===== src/rtl/arduino_gpu_pkg.sv =====
// rtl/arduino_gpu_pkg.sv - shared constants, command type and helpers for the Arduino command receiver
package arduino_gpu_pkg;

    localparam logic [5:0]  FB_W    = 6'd40;
    localparam logic [4:0]  FB_H    = 5'd30;
    localparam logic [10:0] FB_SIZE = 11'd1200;

    localparam logic OP_SET  = 1'b0;
    localparam logic OP_FILL = 1'b1;

    typedef enum logic [1:0] {
        S_B0,
        S_B1,
        S_B2
    } asm_state_t;

    typedef struct packed {
        logic       op;
        logic [5:0] x;
        logic [4:0] y;
        logic [1:0] color;
    } cmd_t;

    localparam int CMD_W = $bits(cmd_t);

    // Linear frame address y*40 + x built from shifts (y*32 + y*8 + x)
    function automatic logic [10:0] pix_addr(input logic [5:0] x, input logic [4:0] y);
        return {1'b0, y, 5'b0} + {3'b0, y, 3'b0} + {5'b0, x};
    endfunction

endpackage


===== src/rtl/cmd_fifo.sv =====
// rtl/cmd_fifo.sv - synchronous command queue with occupancy count
module cmd_fifo #(
    parameter int DEPTH = 4,
    parameter int WIDTH = 14
) (
    input  logic                         clk,
    input  logic                         rst_n,
    input  logic [WIDTH-1:0]             s_tdata,
    input  logic                         s_tvalid,
    output logic                         s_tready,
    output logic [WIDTH-1:0]             m_tdata,
    output logic                         m_tvalid,
    input  logic                         m_tready,
    output logic [$clog2(DEPTH+1)-1:0]   count
);

    localparam int AW = (DEPTH > 1) ? $clog2(DEPTH) : 1;
    localparam int CW = $clog2(DEPTH+1);

    logic [WIDTH-1:0] mem [DEPTH];
    logic [AW-1:0]    wr_ptr;
    logic [AW-1:0]    rd_ptr;
    logic             push;
    logic             pop;

    assign s_tready = (count != CW'(DEPTH));
    assign m_tvalid = (count != '0);
    assign m_tdata  = mem[rd_ptr];
    assign push     = s_tvalid & s_tready;
    assign pop      = m_tvalid & m_tready;

    // Storage array; contents need no reset because count gates visibility
    always_ff @(posedge clk) begin
        if (push) begin
            mem[wr_ptr] <= s_tdata;
        end
    end

    // Pointers and occupancy; depth is a power of two so pointers wrap naturally
    always_ff @(posedge clk) begin
        if (!rst_n) begin
            wr_ptr <= '0;
            rd_ptr <= '0;
            count  <= '0;
        end else begin
            if (push) begin
                wr_ptr <= wr_ptr + AW'(1);
            end
            if (pop) begin
                rd_ptr <= rd_ptr + AW'(1);
            end
            count <= count + CW'(push) - CW'(pop);
        end
    end

endmodule


===== src/rtl/arduino_cmd_rx.sv =====
// rtl/arduino_cmd_rx.sv - Arduino byte-bus command receiver driving frame memory; ARDUINO_CMD_FILL_EN adds the fill engine
module arduino_cmd_rx
    import arduino_gpu_pkg::*;
#(
    parameter int FIFO_DEPTH  = 4,
    parameter int SYNC_STAGES = 2
) (
    input  logic        clk,
    input  logic        rst_n,
    input  logic [7:0]  bus_data,
    input  logic        bus_strobe,
    input  logic        active,
    output logic        busy,
    output logic        err,
    output logic [10:0] mem_addr,
    output logic [1:0]  mem_data,
    output logic        mem_we
);

    localparam int CW = $clog2(FIFO_DEPTH+1);

    logic [SYNC_STAGES-1:0] sync_q;
    logic                   sync_prev;
    logic                   byte_rdy;

    asm_state_t state_q;
    asm_state_t state_d;

    logic       op_q;
    logic [5:0] x_q;
    logic [4:0] y_q;

    logic load_b0;
    logic load_y;
    logic complete;
    logic bad_lead;
    logic cmd_ok;
    logic err_set;

    cmd_t          push_cmd;
    cmd_t          head;
    logic          fifo_ready;
    logic          fifo_valid;
    logic          push;
    logic          pop;
    logic          pop_ready;
    logic [CW-1:0] fifo_count;
    logic [CW-1:0] count_next;

    // Strobe synchronizer plus one extra flop for rising-edge detection
    always_ff @(posedge clk) begin
        if (!rst_n) begin
            sync_q    <= '0;
            sync_prev <= 1'b0;
        end else begin
            sync_q    <= {sync_q[SYNC_STAGES-2:0], bus_strobe};
            sync_prev <= sync_q[SYNC_STAGES-1];
        end
    end

    assign byte_rdy = sync_q[SYNC_STAGES-1] & ~sync_prev;

    // Assembler state register
    always_ff @(posedge clk) begin
        if (!rst_n) begin
            state_q <= S_B0;
        end else begin
            state_q <= state_d;
        end
    end

    // Assembler next state: a lead byte always restarts at the byte1 wait
    always_comb begin
        state_d = state_q;
        if (byte_rdy) begin
            if (bus_data[7]) begin
                state_d = S_B1;
            end else begin
                case (state_q)
                    S_B1:    state_d = S_B2;
                    S_B2:    state_d = S_B0;
                    default: state_d = S_B0;
                endcase
            end
        end
    end

    // Assembler decoded actions for the captured byte
    always_comb begin
        load_b0  = 1'b0;
        load_y   = 1'b0;
        complete = 1'b0;
        bad_lead = 1'b0;
        if (byte_rdy) begin
            if (bus_data[7]) begin
                load_b0 = 1'b1;
            end else begin
                case (state_q)
                    S_B1:    load_y   = 1'b1;
                    S_B2:    complete = 1'b1;
                    default: bad_lead = 1'b1;
                endcase
            end
        end
    end

    // Partial command holding registers
    always_ff @(posedge clk) begin
        if (!rst_n) begin
            op_q <= OP_SET;
            x_q  <= '0;
            y_q  <= '0;
        end else begin
            if (load_b0) begin
                op_q <= bus_data[6];
                x_q  <= bus_data[5:0];
            end
            if (load_y) begin
                y_q <= bus_data[4:0];
            end
        end
    end

`ifdef ARDUINO_CMD_FILL_EN
    assign cmd_ok = (op_q == OP_FILL) ? 1'b1 : ((x_q < FB_W) && (y_q < FB_H));
`else
    assign cmd_ok = (op_q == OP_SET) && (x_q < FB_W) && (y_q < FB_H);
`endif

    assign push_cmd = '{op: op_q, x: x_q, y: y_q, color: bus_data[1:0]};
    assign push     = complete & cmd_ok & fifo_ready;
    assign err_set  = bad_lead | (complete & ~cmd_ok) | (complete & cmd_ok & ~fifo_ready);

    cmd_fifo #(
        .DEPTH (FIFO_DEPTH),
        .WIDTH (CMD_W)
    ) u_fifo (
        .clk      (clk),
        .rst_n    (rst_n),
        .s_tdata  (push_cmd),
        .s_tvalid (complete & cmd_ok),
        .s_tready (fifo_ready),
        .m_tdata  (head),
        .m_tvalid (fifo_valid),
        .m_tready (pop_ready),
        .count    (fifo_count)
    );

`ifdef ARDUINO_CMD_FILL_EN
    logic        fill_run;
    logic [10:0] fill_addr;
    logic [1:0]  fill_color;

    assign pop_ready = ~active & ~fill_run;
`else
    logic unused_head_op;

    assign unused_head_op = head.op;
    assign pop_ready      = ~active;
`endif

    assign pop        = fifo_valid & pop_ready;
    assign count_next = fifo_count + CW'(push) - CW'(pop);

    // Flow-control and sticky error flags
    always_ff @(posedge clk) begin
        if (!rst_n) begin
            busy <= 1'b0;
            err  <= 1'b0;
        end else begin
            busy <= (count_next == CW'(FIFO_DEPTH));
            if (err_set) begin
                err <= 1'b1;
            end
        end
    end

    // Frame-memory write port: pops issue a write immediately, fills stream one address per idle cycle
    always_ff @(posedge clk) begin
        if (!rst_n) begin
            mem_we     <= 1'b0;
            mem_addr   <= '0;
            mem_data   <= '0;
`ifdef ARDUINO_CMD_FILL_EN
            fill_run   <= 1'b0;
            fill_addr  <= '0;
            fill_color <= '0;
`endif
        end else begin
            mem_we <= 1'b0;
            if (pop) begin
                mem_we   <= 1'b1;
                mem_data <= head.color;
`ifdef ARDUINO_CMD_FILL_EN
                if (head.op == OP_FILL) begin
                    mem_addr   <= '0;
                    fill_run   <= 1'b1;
                    fill_addr  <= 11'd1;
                    fill_color <= head.color;
                end else begin
                    mem_addr <= pix_addr(head.x, head.y);
                end
            end else if (fill_run && !active) begin
                mem_we   <= 1'b1;
                mem_addr <= fill_addr;
                mem_data <= fill_color;
                if (fill_addr == FB_SIZE - 11'd1) begin
                    fill_run <= 1'b0;
                end else begin
                    fill_addr <= fill_addr + 11'd1;
                end
`else
                mem_addr <= pix_addr(head.x, head.y);
`endif
            end
        end
    end

endmodule


===== config.mk =====
export PLATFORM = sky130hd
export DESIGN_NAME = arduino_cmd_rx
export DESIGN_NICKNAME = d
export VERILOG_FILES = /design/src/rtl/arduino_gpu_pkg.sv /design/src/rtl/cmd_fifo.sv /design/src/rtl/arduino_cmd_rx.sv
export SDC_FILE = /design/constraint.sdc
export NUM_CORES = 1
export LEC_CHECK = 0
export CELL_PAD_IN_SITES_DETAIL_PLACEMENT = 1
export CELL_PAD_IN_SITES_GLOBAL_PLACEMENT = 1
export CORE_ASPECT_RATIO = 2
export CORE_UTILIZATION = 49
export DETAILED_ROUTE_END_ITERATION = 7
export PLACE_DENSITY_LB_ADDON = 0.25
export SYNTH_ARGS = -nofsm -noshare
export SYNTH_HDL_FRONTEND = slang
export SYNTH_HIERARCHICAL = 1
export SYNTH_SLANG_ARGS = --single-unit

===== constraint.sdc =====
create_clock -name clk -period 3.5 [get_ports clk]
set_input_delay 0.525 -clock clk [delete_from_list [all_inputs] [get_ports clk]]
set_output_delay 0.525 -clock clk [all_outputs]
set_load 0.03 [all_outputs]

==> flow_metrics.py <==
metrics = {
    "layout": {
        "most_common_cell_after_layout_fill_and_taps_aside": "edfxtp_1",
        "num_antenna_cells": 0,
        "fill_cells": 774,
        "relative_area_change_from_synthesis_to_final_layout_pct": 17.7,
        "final_cells": 431,
        "mostFrequentLayoutCells": "edfxtp_1 (52), dfxtp_1 (42), nand2_1 (34)",
        "drive_gt1_frac": 0.119,
        "final_nets": 365,
    },
    "synth": {
        "post_synthesis_average_cell_area_um2": 13.6,
        "synth_warnings": 6,
        "netlist_area_um2": 4000,
        "synthesis.instances": 293,
        "postSynthNetCount": 328,
    },
    "floorplan": {
        "fp.dieW_um": 65.9,
        "rows": 46,
        "initial_core_util": 0.503,
        "die_area_um2": 8550,
        "chipHeight_um": 130,
        "ioPinCount": 28,
        "fp.coreArea_um2": 7940,
    },
    "clock_tree": {
        "cts_tree": "built",
        "ctsLongestPathBuffers": 2,
        "cts_buf_count": 9,
        "post_cts.resized_instances": 0,
        "clock_insertion_delay_at_the_later_pin_of_the_skew_report_ps": 330,
        "clockRootBuffer": "clkbuf_16",
        "clkSinkCount": 94,
        "path_clk_slew_ps": 60,
        "holdBufCountCts": 0,
        "cts_setup_buffers": 0,
        "ctsHtreeMaxLevel": 3,
    },
    "setup_path": {
        "critical_path_type": "flop to flop",
        "worstRegToRegCells": 9,
        "critical_path.endpoint_type": "flop",
        "max_stage_delay_ps": 550,
        "critPathSlowestCell": "mux4_2",
        "critical_path_required_ps": 3720,
        "crit_fanout": 7,
        "cp_cell_sequence": "buf_4 -> mux4_2 -> fa_1 -> inv_1 -> fa_1 -> nand2b_1 -> a21oi_1 -> nand2b_1 -> o21ai_0",
        "worst_ep_arrival_time_ps": 3220,
        "worst_setup_path_start_kind": "flop",
        "worstReg2RegEnd": "mem_addr[8]",
        "r2r_slack_ps": 500,
    },
    "detailed_routing": {
        "drc_errors": 0,
        "routed-via-count": 2379,
        "routed_wl_um": 8210,
        "initialDrtViolationCount": 90,
        "wire_per_inst_um": 19.0,
        "drt-pass1-iter-count": 4,
        "detail-route-antenna-nets": 0,
        "route.detailed.vias_per_inst": 5.52,
    },
    "global_route": {
        "grt_max_degree": 19,
        "grtUsageTotal": 0.223,
        "grt_pass1_vias": 2597,
        "grt_overflow": 0,
        "grt_first_pass_wirelength_um": 13600,
        "antenna_found_initial": 0,
    },
    "placed_design": {
        "port_buffers": 27,
        "cell_total_after_placement": 415,
        "hpwl_um": 6080,
        "gp_congestion": 0.749,
    },
    "sta": {
        "worst_clock_skew_on_the_final_layout_ps": 7.46,
        "timing.final.crit_period_ps": 3000,
        "setup-violations-final": 0,
        "final.setup.tns_ps": 0,
        "timing_max_transition_violations_final": 0,
        "period_utilization_post_route": 0.858,
        "tightestPinTransition_ps": 748,
        "slew_headroom": 0.501,
        "hold_viol": 0,
        "maxClockFrequency_mhz": 333,
        "grt_setup_unrepaired": "false",
    },
    "worst_hold_path": {
        "worst_hold_path.endpoint": "sync_q[1]",
        "min-delay-start": "sync_q[0]",
        "timing.hold.worst_path_depth": 1,
        "hp-class": "flop to flop",
    },
    "power": {
        "p_leak_uw": 0.00165,
        "power_density_of_the_placed_cells_nw_per_um2": 776,
        "irDropWorstVdd_mv": 0.491,
        "totalPowerFinal_uw": 3650,
    },
    "status": {
        "outcome": "complete, no violations",
    },
    "run": {
        "max_cap_viol": 0,
    },
}
==> flip-flops by register name, indices dropped and copies added, names as in the netlist, named ones only <==
signal	flops
mem_data	2
op_q	1
u_fifo/count	3
u_fifo/rd_ptr	2
mem_addr	11
err	1
x_q	6
mem_we	1
busy	1
state_q	2
sync_q	2
u_fifo/wr_ptr	2
sync_prev	1
u_fifo/mem	52
y_q	5
==> routing by layer <==
layer	track usage	wire length [µm]	share of wire
met1	0.225	3030	0.37
met2	0.414	4710	0.57
met3	0.0393	158	0.019
met4	0.127	312	0.038
met5	0	0	0
==> final cells by class <==
| cell class | instances | area (µm²) | share of cell area |
|---|---|---|---|
| multi-input cells | 171 | 1460 | 0.311 |
| clock inverters | 5 | 75.1 | 0.0160 |
| inverters | 16 | 60.1 | 0.0128 |
| well taps | 96 | 120 | 0.0255 |
| repair buffers | 38 | 353 | 0.0750 |
| clock buffers | 11 | 233 | 0.0495 |
| flip-flops and latches | 94 | 2400 | 0.511 |
==> metrics by stage <==
step	worst slack [ps]	cell area, µm²	hold WS [ps]	utilization
CTS	467	4700	449	0.592
global placement	634	4400	435	0.554
finish	497	4700	444	0.592
detailed placement	492	4400	432	0.554
global route	335	4700	472	0.592
floorplan	781	4000	412	-
==> where the power goes <==
| part | switching [µW] | total [µW] | internal [µW] |
|---|---|---|---|
| clock | 382 | 1000 | 622 |
| combinational | 706 | 1310 | 599 |
| sequential | 92.5 | 1340 | 1250 |
==> worst max-delay path by stage <==
stage                      end  slack [ps]  cells after the start
3_3_place_gp   u_fifo/count[2]         630                     10
5_1_grt            mem_addr[8]         330                      9
4_1_cts            mem_addr[8]         470                      9
3_5_place_dp       mem_addr[8]         490                      9
6_report           mem_addr[8]         500                      9
2_1_floorplan      mem_addr[8]         780                     10
==> worst max-delay path: cells and delay by family (launching register included) <==
family                   cells  cell delay (ps)
AO/OA/AOI/OAI                2              250
adder cells (fa/ha/maj)      2              980
buffers and inverters        2              310
flip-flops                   1              450
multiplexers                 1              550
AND/OR/NAND/NOR              2              340
Note: power is estimated with default switching activity, not from simulation.
